===== config.mk =====
export PLATFORM = sky130hd
export DESIGN_NAME = tim_int_status
export DESIGN_NICKNAME = d
export VERILOG_FILES = /design/src/rtl/tim_pkg.sv /design/src/rtl/tim_apb_fsm.sv /design/src/rtl/tim_int_status.sv
export SDC_FILE = /design/constraint.sdc
export NUM_CORES = 1
export LEC_CHECK = 0
export ABC_AREA = 1
export BUFFER_PORTS_ARGS = -buffer_cell sky130_fd_sc_hd__buf_2
export CAP_MARGIN = 10
export CORE_ASPECT_RATIO = 0.9
export CORE_MARGIN = 5
export CORE_UTILIZATION = 43
export DETAILED_ROUTE_END_ITERATION = 8
export PLACE_DENSITY = 0.86
export SLEW_MARGIN = 25
export SYNTH_ARGS = -nofsm -noshare
export SYNTH_HDL_FRONTEND = slang
export SYNTH_SLANG_ARGS = --single-unit

===== constraint.sdc =====
create_clock -name clk -period 4 [get_ports clk]
set_input_delay 0.6 -clock clk [delete_from_list [all_inputs] [get_ports clk]]
set_output_delay 0.6 -clock clk [all_outputs]
set_load 0.02 [all_outputs]

===== src/rtl/tim_pkg.sv =====
// tim_pkg: shared register offsets and APB protocol state type for the timer IP
package tim_pkg;
  localparam logic [31:0] TIM_INT_EN_OFS   = 32'h0;
  localparam logic [31:0] TIM_INT_STAT_OFS = 32'h4;
  localparam logic [31:0] TIM_INT_CNT_OFS  = 32'h8;
  typedef enum logic [1:0] {APB_IDLE, APB_SETUP, APB_ACCESS} apb_state_t;
endpackage


===== src/rtl/tim_apb_fsm.sv =====
// tim_apb_fsm: APB responder phase tracking, zero-wait ready/error and register enables
module tim_apb_fsm
  import tim_pkg::*;
(
  input  logic clk,
  input  logic rst_n,
  input  logic psel,
  input  logic penable,
  input  logic pwrite,
  input  logic addr_ok,
  output logic pready,
  output logic pslverr,
  output logic acc,
  output logic wr_en
);
  apb_state_t st, st_nx;
  logic xfer, bad;
  // st holds the bus phase of the previous cycle; a legal access must follow a setup
  always_ff @(posedge clk or negedge rst_n) begin
    if (!rst_n) st <= APB_IDLE;
    else        st <= st_nx;
  end
  // access cycles answer in the same cycle; penable without a preceding setup is an error
  always_comb begin
    xfer    = psel & penable & (st == APB_SETUP);
    bad     = psel & penable & (st != APB_SETUP);
    st_nx   = ~psel ? APB_IDLE : ~penable ? APB_SETUP : (st == APB_SETUP) ? APB_ACCESS : APB_IDLE;
    pready  = xfer | bad;
    pslverr = bad | (xfer & ~addr_ok);
    acc     = xfer & addr_ok;
    wr_en   = acc & pwrite;
  end
endmodule


===== src/rtl/tim_int_status.sv =====
// tim_int_status: sticky timer interrupt status, enable and event-count registers on APB
module tim_int_status
  import tim_pkg::*;
#(
  parameter int ADDR_W = 12,
  parameter int CNT_W  = 8
) (
  input  logic              clk,
  input  logic              rst_n,
  input  logic              cmp_match,
  input  logic              psel,
  input  logic              penable,
  input  logic              pwrite,
  input  logic [ADDR_W-1:0] paddr,
  input  logic [31:0]       pwdata,
  output logic [31:0]       prdata,
  output logic              pready,
  output logic              pslverr,
  output logic              int_en,
  output logic              int_st,
  output logic              int_st_set,
  output logic              int_st_clear
);
  logic             cmp_match_d, armed;
  logic             sel_en, sel_stat, sel_cnt, addr_ok;
  logic             acc, wr_en, w1c, cnt_wr;
  logic [CNT_W-1:0] cnt;
  logic             unused_ok;
  tim_apb_fsm u_fsm (
    .clk     (clk),
    .rst_n   (rst_n),
    .psel    (psel),
    .penable (penable),
    .pwrite  (pwrite),
    .addr_ok (addr_ok),
    .pready  (pready),
    .pslverr (pslverr),
    .acc     (acc),
    .wr_en   (wr_en)
  );
  assign unused_ok = &{1'b0, pwdata[31:1]};
  // address decode, edge detect and read mux; armed masks a level already high at reset release
  always_comb begin
    sel_en     = paddr == ADDR_W'(TIM_INT_EN_OFS);
    sel_stat   = paddr == ADDR_W'(TIM_INT_STAT_OFS);
    sel_cnt    = paddr == ADDR_W'(TIM_INT_CNT_OFS);
    addr_ok    = sel_en | sel_stat | sel_cnt;
    int_st_set = armed & cmp_match & ~cmp_match_d;
    w1c        = wr_en & sel_stat & pwdata[0];
    cnt_wr     = wr_en & sel_cnt;
    prdata     = ~acc     ? 32'h0 :
                 sel_en   ? {31'h0, int_en} :
                 sel_stat ? {30'h0, int_st & int_en, int_st} :
                            32'(cnt);
  end
  // register state: set beats clear, and a clear pulse only follows a clear that took effect
  always_ff @(posedge clk or negedge rst_n) begin
    if (!rst_n) begin
      cmp_match_d  <= 1'b0;
      armed        <= 1'b0;
      int_en       <= 1'b0;
      int_st       <= 1'b0;
      int_st_clear <= 1'b0;
      cnt          <= '0;
    end else begin
      cmp_match_d  <= cmp_match;
      armed        <= 1'b1;
      int_en       <= (wr_en & sel_en) ? pwdata[0] : int_en;
      int_st       <= int_st_set | (int_st & ~w1c);
      int_st_clear <= w1c & ~int_st_set;
      cnt          <= cnt_wr ? CNT_W'(int_st_set) :
                      (int_st_set & ~&cnt) ? cnt + 1'b1 : cnt;
    end
  end
endmodule

==> impl_metrics.env, run 1 <==
export IMPL_nFillCells=240
export IMPL_drc=0
export IMPL_synth_cell_types=23
export IMPL_finalCritPeriodShare=0.5764
export IMPL_start_util=0.4596
export IMPL_r2r_end="cnt[6]"
export IMPL_synthToLayoutAreaGrowth_pct=11.39
export IMPL_place_hpwl_mm=1.990
export IMPL_status="completed"
export IMPL_fin_skew_ns=0.007567
export IMPL_gp_congestion=0.8713
export IMPL_start_kind="input pin"
export IMPL_wire_per_inst_um=10.25
export IMPL_clkTransAtPathRegs_ns=0.10
export IMPL_die_area_um2=3820
export IMPL_vias=1000
export IMPL_ios=88
export IMPL_first_iter_violations=12
export IMPL_drv_cap=0
export IMPL_ff2ff_path_depth=10
export IMPL_fp_dieW_um=64.60
export IMPL_cts_inserted_buffers=3
export IMPL_hold_ws_ns=0.1840
export IMPL_cp_end_kind="output pin"
export IMPL_slowest_stage="buf_2"
export IMPL_synth_top_area_share=0.3254
export IMPL_cts_root_buf="clkbuf_4"
export IMPL_async_reset_ff_frac=1.000
export IMPL_gr_usage_all_layers=0.1290
export IMPL_synth_seq_area_share=0.3254
export IMPL_vdd_drop_max_mv=0.2950
export IMPL_io_buffers=32
export IMPL_fmax_ghz=0.4337
export IMPL_fin_crit_ns=2.306
export IMPL_cts_resized=0
export IMPL_cts_setup_buffers=0
export IMPL_ys_flop_type="dfrtp_1"
export IMPL_cts_sinks=15
export IMPL_drt_pass1_iterations=4
export IMPL_setup_violations=0
export IMPL_grt_max_degree=16
export IMPL_path_buf_inv=3
export IMPL_rows=17
export IMPL_crit_path_frequent_cell="buf_2"
export IMPL_power_density_nw_per_um2=386.4
export IMPL_drive_above_1_share=0.2663
export IMPL_syn_inst=164
export IMPL_drt_total_wl_mm=2.327
export IMPL_hold_violations=0
export IMPL_ctsHoldBuffers=0
export IMPL_seq_area_um2=375.4
export IMPL_antenna_cells=0
export IMPL_crit_family="simple AND/OR/NAND/NOR gates"
export IMPL_coreArea_um2=2510
export IMPL_worstReg2RegStart="cnt[0]"
export IMPL_holdCritPathClass="in2async"
export IMPL_clock_latency_ns=0.29
export IMPL_cp_cell_sequence="buf_2 > nor2_1 > nand2_1 > nor2_4 > o21ai_2 > nor2_8 > inv_2 > nor3_1 > buf_2"
export IMPL_setup_worst_path_class="in2out"
export IMPL_cp_data_arrival_time_ns=1.71
export IMPL_cts_max_level=1
export IMPL_cts_tree="done"
export IMPL_leakagePower_nw=0.8095
export IMPL_antenna_found_initial=0
export IMPL_overflow=0
export IMPL_via_per_inst=4.405
export IMPL_layout_nets=251
export IMPL_cpPeakStageDelay_ns=0.19
export IMPL_grt_pass1_wl_mm=3.864
export IMPL_slew_violations=0
export IMPL_yosysMostFrequentCell="nand2_1"
export IMPL_fin_tns_setup_ns=0
export IMPL_ys_ff_latch=15
export IMPL_avgSynthCellArea_um2=7.034
export IMPL_grt_pass1_vias=925
export IMPL_multi_input_area_um2=571.8
export IMPL_dieHeight_um=59.14
export IMPL_netlist_top_cell_by_area="dfrtp_1"
export IMPL_synth_area_um2=1154
export IMPL_synth_edf_count=0
export IMPL_worstPathMaxFanout=7
export IMPL_cts_max_path_buffers=2
export IMPL_crit_required_ns=3.40
export IMPL_synthTopCellsByArea="dfrtp_1 33%, buf_4 16%, nand2_1 12%"
export IMPL_synthTopCellsByCount="36 x nand2_1, 28 x inv_1, 24 x buf_4"
export IMPL_rsz0062_at_grt="false"
export IMPL_antenna_left=0
export IMPL_ys_warn_count=0
export IMPL_r2r_setup_slack_ns=2.53
==> metrics by stage <==
| stage | util | area (um^2) | power [W] | setup slack (ns) | cells |
|---|---|---|---|---|---|
| floorplan | - | 1240 | 0.0003786 | 1.703 | 187 |
| global placement | 0.5000 | 1255 | 0.0003978 | 1.704 | 223 |
| detailed placement | 0.5000 | 1255 | 0.0004072 | 1.687 | 223 |
| CTS | 0.5120 | 1285 | 0.0005005 | 1.692 | 227 |
| global route | 0.5120 | 1285 | 0.0005478 | 1.499 | 227 |
| finish | 0.5120 | 1285 | 0.0004965 | 1.694 | 227 |
==> flip-flops by register name, summed over array words and instances (netlist names) <==
register,count
u_fsm.st,2
int_st_clear,1
cnt,8
armed,1
cmp_match_d,1
int_st,1
int_en,1
==> cell usage in the layout (no fill, tap or decap), types with 2 or more instances in the layout <==
master,netlist,final
buf_2,0,32
clkbuf_4,0,3
conb_1,2,25
dfrtp_1,15,15
inv_1,28,28
inv_2,2,2
nand2_1,36,36
nand2_2,4,4
nand3_1,9,9
nand4_1,2,2
nor2_1,16,16
nor2_2,4,4
nor2_4,2,2
nor3_1,6,6
o21ai_0,5,5
==> how the worst max path moves through the flow <==
stage,from,to,slack (ns),depth (start not counted)
floorplan,penable,prdata[2],1.70,6
global placement,paddr[11],prdata[2],1.70,9
detailed placement,paddr[9],prdata[7],1.69,9
CTS,paddr[9],prdata[7],1.69,9
global route,paddr[0],prdata[7],1.50,9
finish,paddr[9],prdata[7],1.69,9
==> cell type report <==
type / count / share of cell area
multi-input cells: 118 / 0.4450
inverters: 30 / 0.08763
repair buffers: 32 / 0.1246
well taps: 28 / 0.02726
flip-flops and latches: 15 / 0.2921
clock inverters: 1 / 0.005842
clock buffers: 3 / 0.01753
==> metal layers <==
metal	global-route usage	up-vias	wire [um]
li1	-	521	-
met1	0.1521	449	935
met2	0.2250	26	1204
met3	0.04364	4	164
met4	0.03614	0	23
met5	0	-	0
==> where the power goes <==
part           internal (W)  total (W)  switching (W)
Sequential         0.000188   0.000223      0.0000346
Combinational     0.0000612   0.000182       0.000121
Clock             0.0000381  0.0000913      0.0000532
Total              0.000288   0.000497       0.000209
==> kinds of logic (layout without fill, tap and decap cells) <==
family,Yosys count,in the layout,synth area share
compound gates,8,8,0.03795
other cells,2,25,0.006510
flops,15,15,0.3254
buf+inv,54,66,0.2538
fa+ha+maj,1,1,0.01084
simple gates,84,84,0.3655
(Power assumes the default switching activity.)
==> inputs of run 2 (changes only) <==
Settings changed: CORE_UTILIZATION 43 to 36, PLACE_DENSITY 0.86 to 0.76.
Clock period 4 ns to 1.9 ns, I/O delays scaled along.
==> impl_metrics.env, run 2 (synthesis results as in run 1) <==
export IMPL_seq_area_um2=375.4
export IMPL_clkTransAtPathRegs_ns=0.09
export IMPL_cp_data_arrival_time_ns=1.49
export IMPL_multi_input_area_um2=591.8
export IMPL_grt_pass1_wl_mm=3.456
export IMPL_io_buffers=32
export IMPL_first_iter_violations=10
export IMPL_cts_max_path_buffers=2
export IMPL_rsz0062_at_grt="false"
export IMPL_clock_latency_ns=0.29
export IMPL_antenna_cells=0
export IMPL_cts_sinks=15
export IMPL_antenna_found_initial=0
export IMPL_synthToLayoutAreaGrowth_pct=16.16
export IMPL_layout_setup_ws_ns=0.1275
export IMPL_worstReg2RegStart="cnt[0]"
export IMPL_drt_total_wl_mm=2.246
export IMPL_hp_start="cmp_match"
export IMPL_cp_end_kind="output pin"
export IMPL_slowest_stage="dfrtp_1"
export IMPL_grt_pass1_vias=830
export IMPL_post_place_ws_ns=0.2239
export IMPL_overflow=0
export IMPL_fin_crit_ns=1.772
export IMPL_setup_violations=0
export IMPL_setup_worst_path_class="reg2out"
export IMPL_crit_required_ns=1.62
export IMPL_finalCritPeriodShare=0.9329
export IMPL_gp_congestion=0.8838
export IMPL_start_util=0.3762
export IMPL_r2r_end="cnt[6]"
export IMPL_drv_cap=0
export IMPL_cp_endpoint="prdata[2]"
export IMPL_r2r_setup_slack_ns=0.45
export IMPL_leakagePower_nw=0.8306
export IMPL_top_regs="cnt (8), u_fsm.st (2)"
export IMPL_cts_max_level=1
export IMPL_layout_nets=253
export IMPL_vias=982
export IMPL_place_hpwl_mm=1.893
export IMPL_via_per_inst=4.041
export IMPL_cpPeakStageDelay_ns=0.38
export IMPL_nFillCells=321
export IMPL_fp_dieW_um=69.67
export IMPL_startpoint="u_fsm.st[1]"
export IMPL_fin_skew_ns=0.0007223
export IMPL_layout_common_cells="35 x nand2_1, 32 x buf_2, 28 x inv_1"
export IMPL_antenna_left=0
export IMPL_power_density_nw_per_um2=780.0
export IMPL_total_power_w=0.001045
export IMPL_wire_per_inst_um=9.243
export IMPL_final_common_cell="nand2_1"
export IMPL_status="completed"
export IMPL_start_kind="flop"
export IMPL_vdd_drop_max_mv=0.5125
export IMPL_ff2ff_path_depth=10
export IMPL_drive_above_1_share=0.2935
export IMPL_cts_inserted_buffers=3
export IMPL_fin_tns_setup_ns=0
export IMPL_hold_path_depth=1
export IMPL_cts_root_buf="clkbuf_4"
export IMPL_rows=19
export IMPL_coreArea_um2=3067
export IMPL_gr_usage_all_layers=0.09426
export IMPL_cp_cell_sequence="nor2_2 > nand2_2 > nor2_8 > inv_2 > nor3_1 > buf_2"
export IMPL_die_area_um2=4438
export IMPL_drc=0
export IMPL_holdCritPathClass="in2reg"
export IMPL_drt_pass1_iterations=4
export IMPL_grt_max_degree=16
export IMPL_largest_reg_flops=8
export IMPL_ios=88
export IMPL_hold_violations=0
export IMPL_cts_tree="done"
export IMPL_worstPathMaxFanout=7
export IMPL_slew_violations=0
export IMPL_dieHeight_um=63.71
export IMPL_fmax_ghz=0.5642
export IMPL_top_register="cnt"
[run 2: cell types whose count changed in the layout (fill, tap and decap cells not counted)]
cell,before,now
dlygate4sd3_1,0,1
nand2_1,36,35
nor2_2,4,5
nor2_1,16,15
nor3_1,6,3
nand2_2,4,5
nor3_2,0,3
buf_4,0,1
[run 2: critical path, delay by kind of cell, from the launching register on]
family | cells | cell delay, ns
DFF | 1 | 0.38
and+or+nand+nor | 4 | 0.53
buffers and inverters | 2 | 0.29
[run 2: stage by stage]
step           hold slack (ns)    util  std cells  area [um^2]
4_1_cts                0.09890  0.4280        242         1313
5_1_grt                0.08958  0.4370        243         1340
3_5_place_dp            0.2052  0.4149        237         1272
6_report                0.1123  0.4370        243         1340
3_3_place_gp            0.2007  0.4149        237         1272
2_1_floorplan         -0.01059       -        187         1240
[run 2: routing by layer]
metal  track usage  vias up  share of wire
met5             0        -              0
met4       0.01435        0         0.0049
met3       0.03021        3          0.053
met2        0.1762       20           0.54
met1        0.1071      437           0.40
li1              -      522              -
[run 2: how the worst min path moves through the flow]
stage / end / slack, ns
after floorplan: armed / -0.01
after global placement: int_en / 0.20
after detailed placement: cnt[0] / 0.21
after CTS: cmp_match_d / 0.1
after global routing: cmp_match_d / 0.09
final: cmp_match_d / 0.11
[run 2: cell type report]
class,count,share of cell area
sequential,15,0.2801
timing repair buffer,34,0.1326
inverter,30,0.08403
multi-input combinational,118,0.4416
clock buffer,3,0.01681
tap,42,0.03922
clock inverter,1,0.005602
[run 2: repair_timing]
item,CTS,global route
endpoints found under the setup margin,0,7
hold endpoints to repair,15,0
buffers inserted,0,1
gates resized for setup,0,5
hold buffers,1,0
[run 2: power by group]
| part | switching, W | total, W | internal, W |
|---|---|---|---|
| combinational | 0.000258 | 0.000388 | 0.000130 |
| sequential | 0.0000710 | 0.000467 | 0.000396 |
| clock | 0.000110 | 0.000190 | 0.0000801 |
==> inputs of run 3 (changes only) <==
Settings changed: CORE_ASPECT_RATIO 0.9 to 0.5.
==> impl_metrics.env, run 3 (synthesis results as in run 1) <==
export IMPL_status="completed"
export IMPL_clock_latency_ns=0.25
export IMPL_cp_cell_sequence="nor2_1 > nand2_2 > nor2_8 > inv_2 > nor3_1 > buf_2"
export IMPL_clkTransAtPathRegs_ns=0.06
export IMPL_startpoint="u_fsm.st[1]"
export IMPL_grt_max_degree=16
export IMPL_place_hpwl_mm=1.946
export IMPL_start_kind="flop"
export IMPL_overflow=0
export IMPL_wire_per_inst_um=9.614
export IMPL_hp_start="cmp_match"
export IMPL_finalCritPeriodShare=0.9168
export IMPL_cp_end_kind="output pin"
export IMPL_cp_data_arrival_time_ns=1.46
export IMPL_grt_pass1_vias=930
export IMPL_cts_max_path_buffers=2
export IMPL_gr_usage_all_layers=0.1053
export IMPL_fp_dieW_um=90.06
export IMPL_worstReg2RegStart="cnt[0]"
export IMPL_coreArea_um2=3030
export IMPL_slew_violations=0
export IMPL_total_power_w=0.001110
export IMPL_antenna_found_initial=0
export IMPL_cts_inserted_buffers=3
export IMPL_fin_skew_ns=0.004122
export IMPL_rows=14
export IMPL_io_buffers=32
export IMPL_crit_required_ns=1.62
export IMPL_fmax_ghz=0.5741
export IMPL_final_common_cell="nand2_1"
export IMPL_holdCritPathClass="in2reg"
export IMPL_grt_pass1_wl_mm=3.884
export IMPL_instances_no_fill=241
export IMPL_cpPeakStageDelay_ns=0.36
export IMPL_layout_nets=253
export IMPL_drive_above_1_share=0.2736
export IMPL_worstPathMaxFanout=6
export IMPL_vias=1038
export IMPL_drc=0
export IMPL_synthToLayoutAreaGrowth_pct=15.84
export IMPL_drv_cap=0
export IMPL_cts_tree="done"
export IMPL_rsz0062_at_grt="false"
export IMPL_fin_tns_setup_ns=0
export IMPL_placed_cells=235
export IMPL_cts_root_buf="clkbuf_8"
export IMPL_dieHeight_um=50.03
export IMPL_antenna_left=0
export IMPL_layout_common_cells="35 x nand2_1, 32 x buf_2, 28 x inv_1"
export IMPL_drt_pass1_iterations=4
export IMPL_antenna_cells=0
export IMPL_top_register="cnt"
export IMPL_first_iter_violations=36
export IMPL_cts_sinks=15
export IMPL_slowest_stage="dfrtp_1"
export IMPL_setup_violations=0
export IMPL_via_per_inst=4.307
export IMPL_hold_violations=0
export IMPL_top_regs="cnt (8), u_fsm.st (2)"
export IMPL_vdd_drop_max_mv=0.2697
export IMPL_gp_congestion=0.7797
export IMPL_leakagePower_nw=0.8313
export IMPL_die_area_um2=4505
export IMPL_setup_worst_path_class="reg2out"
export IMPL_ios=88
export IMPL_start_util=0.3807
export IMPL_fin_crit_ns=1.742
export IMPL_cts_max_level=1
export IMPL_drt_total_wl_mm=2.317
export IMPL_largest_reg_flops=8
export IMPL_power_density_nw_per_um2=830.8
run 3: per-stage QoR:
step           hold slack, ns    util  setup WS (ns)  area [um^2]
3_5_place_dp           0.2124  0.4191         0.1804         1270
6_report               0.1599  0.4410         0.1580         1336
2_1_floorplan        -0.01059       -         0.2333         1240
4_1_cts                0.1500  0.4377        0.06482         1326
3_3_place_gp           0.2140  0.4191         0.2025         1270
5_1_grt                0.1478  0.4410       0.008868         1336
run 3: worst paths after layout:
kind                       cells past startpoint           to  slack [ns]
max                                            6    prdata[5]        0.16
min                                            1  cmp_match_d        0.16
max reg2reg                                   10       cnt[6]        0.46
min reg2reg                                    3       cnt[5]        0.55
max in group asynchronous                      2  u_fsm.st[1]        1.18
min in group asynchronous                      2       cnt[2]        0.47
run 3: final cells by class:
| cell class | instances | area (um^2) |
|---|---|---|
| sequential | 15 | 375.4 |
| clock inverter | 1 | 5.005 |
| clock buffer | 3 | 41.29 |
| inverter | 30 | 112.6 |
| timing repair buffer | 34 | 177.7 |
| multi-input combinational | 118 | 574.3 |
| fill | 317 | 1694 |
| tap | 40 | 50.05 |
run 3: timing repair:
| item | CTS | global route |
|---|---|---|
| setup endpoints to repair | 0 | 2 |
| hold buffers | 1 | 0 |
| buffers inserted | 0 | 1 |
| resized for setup | 0 | 1 |
| hold endpoints to repair | 15 | 0 |
run 3: routing by layer:
layer | track usage | share of wire | vias to the layer above
li1 | - | - | 525
met4 | 0.04455 | 0.017 | 0
met1 | 0.1040 | 0.38 | 478
met2 | 0.2063 | 0.53 | 31
met5 | 0 | 0 | -
met3 | 0.03191 | 0.071 | 4
run 3: worst max-delay path: cells and delay by family, from the launching register on:
family        cells  cell delay (ns)
buf+inv           2             0.28
flops             1             0.36
simple gates      4             0.56
run 3: power breakdown:
part | internal (W) | switching [W] | total, W
logic | 0.000131 | 0.000252 | 0.000383
clock network | 0.000145 | 0.000109 | 0.000255
registers | 0.000398 | 0.0000749 | 0.000472
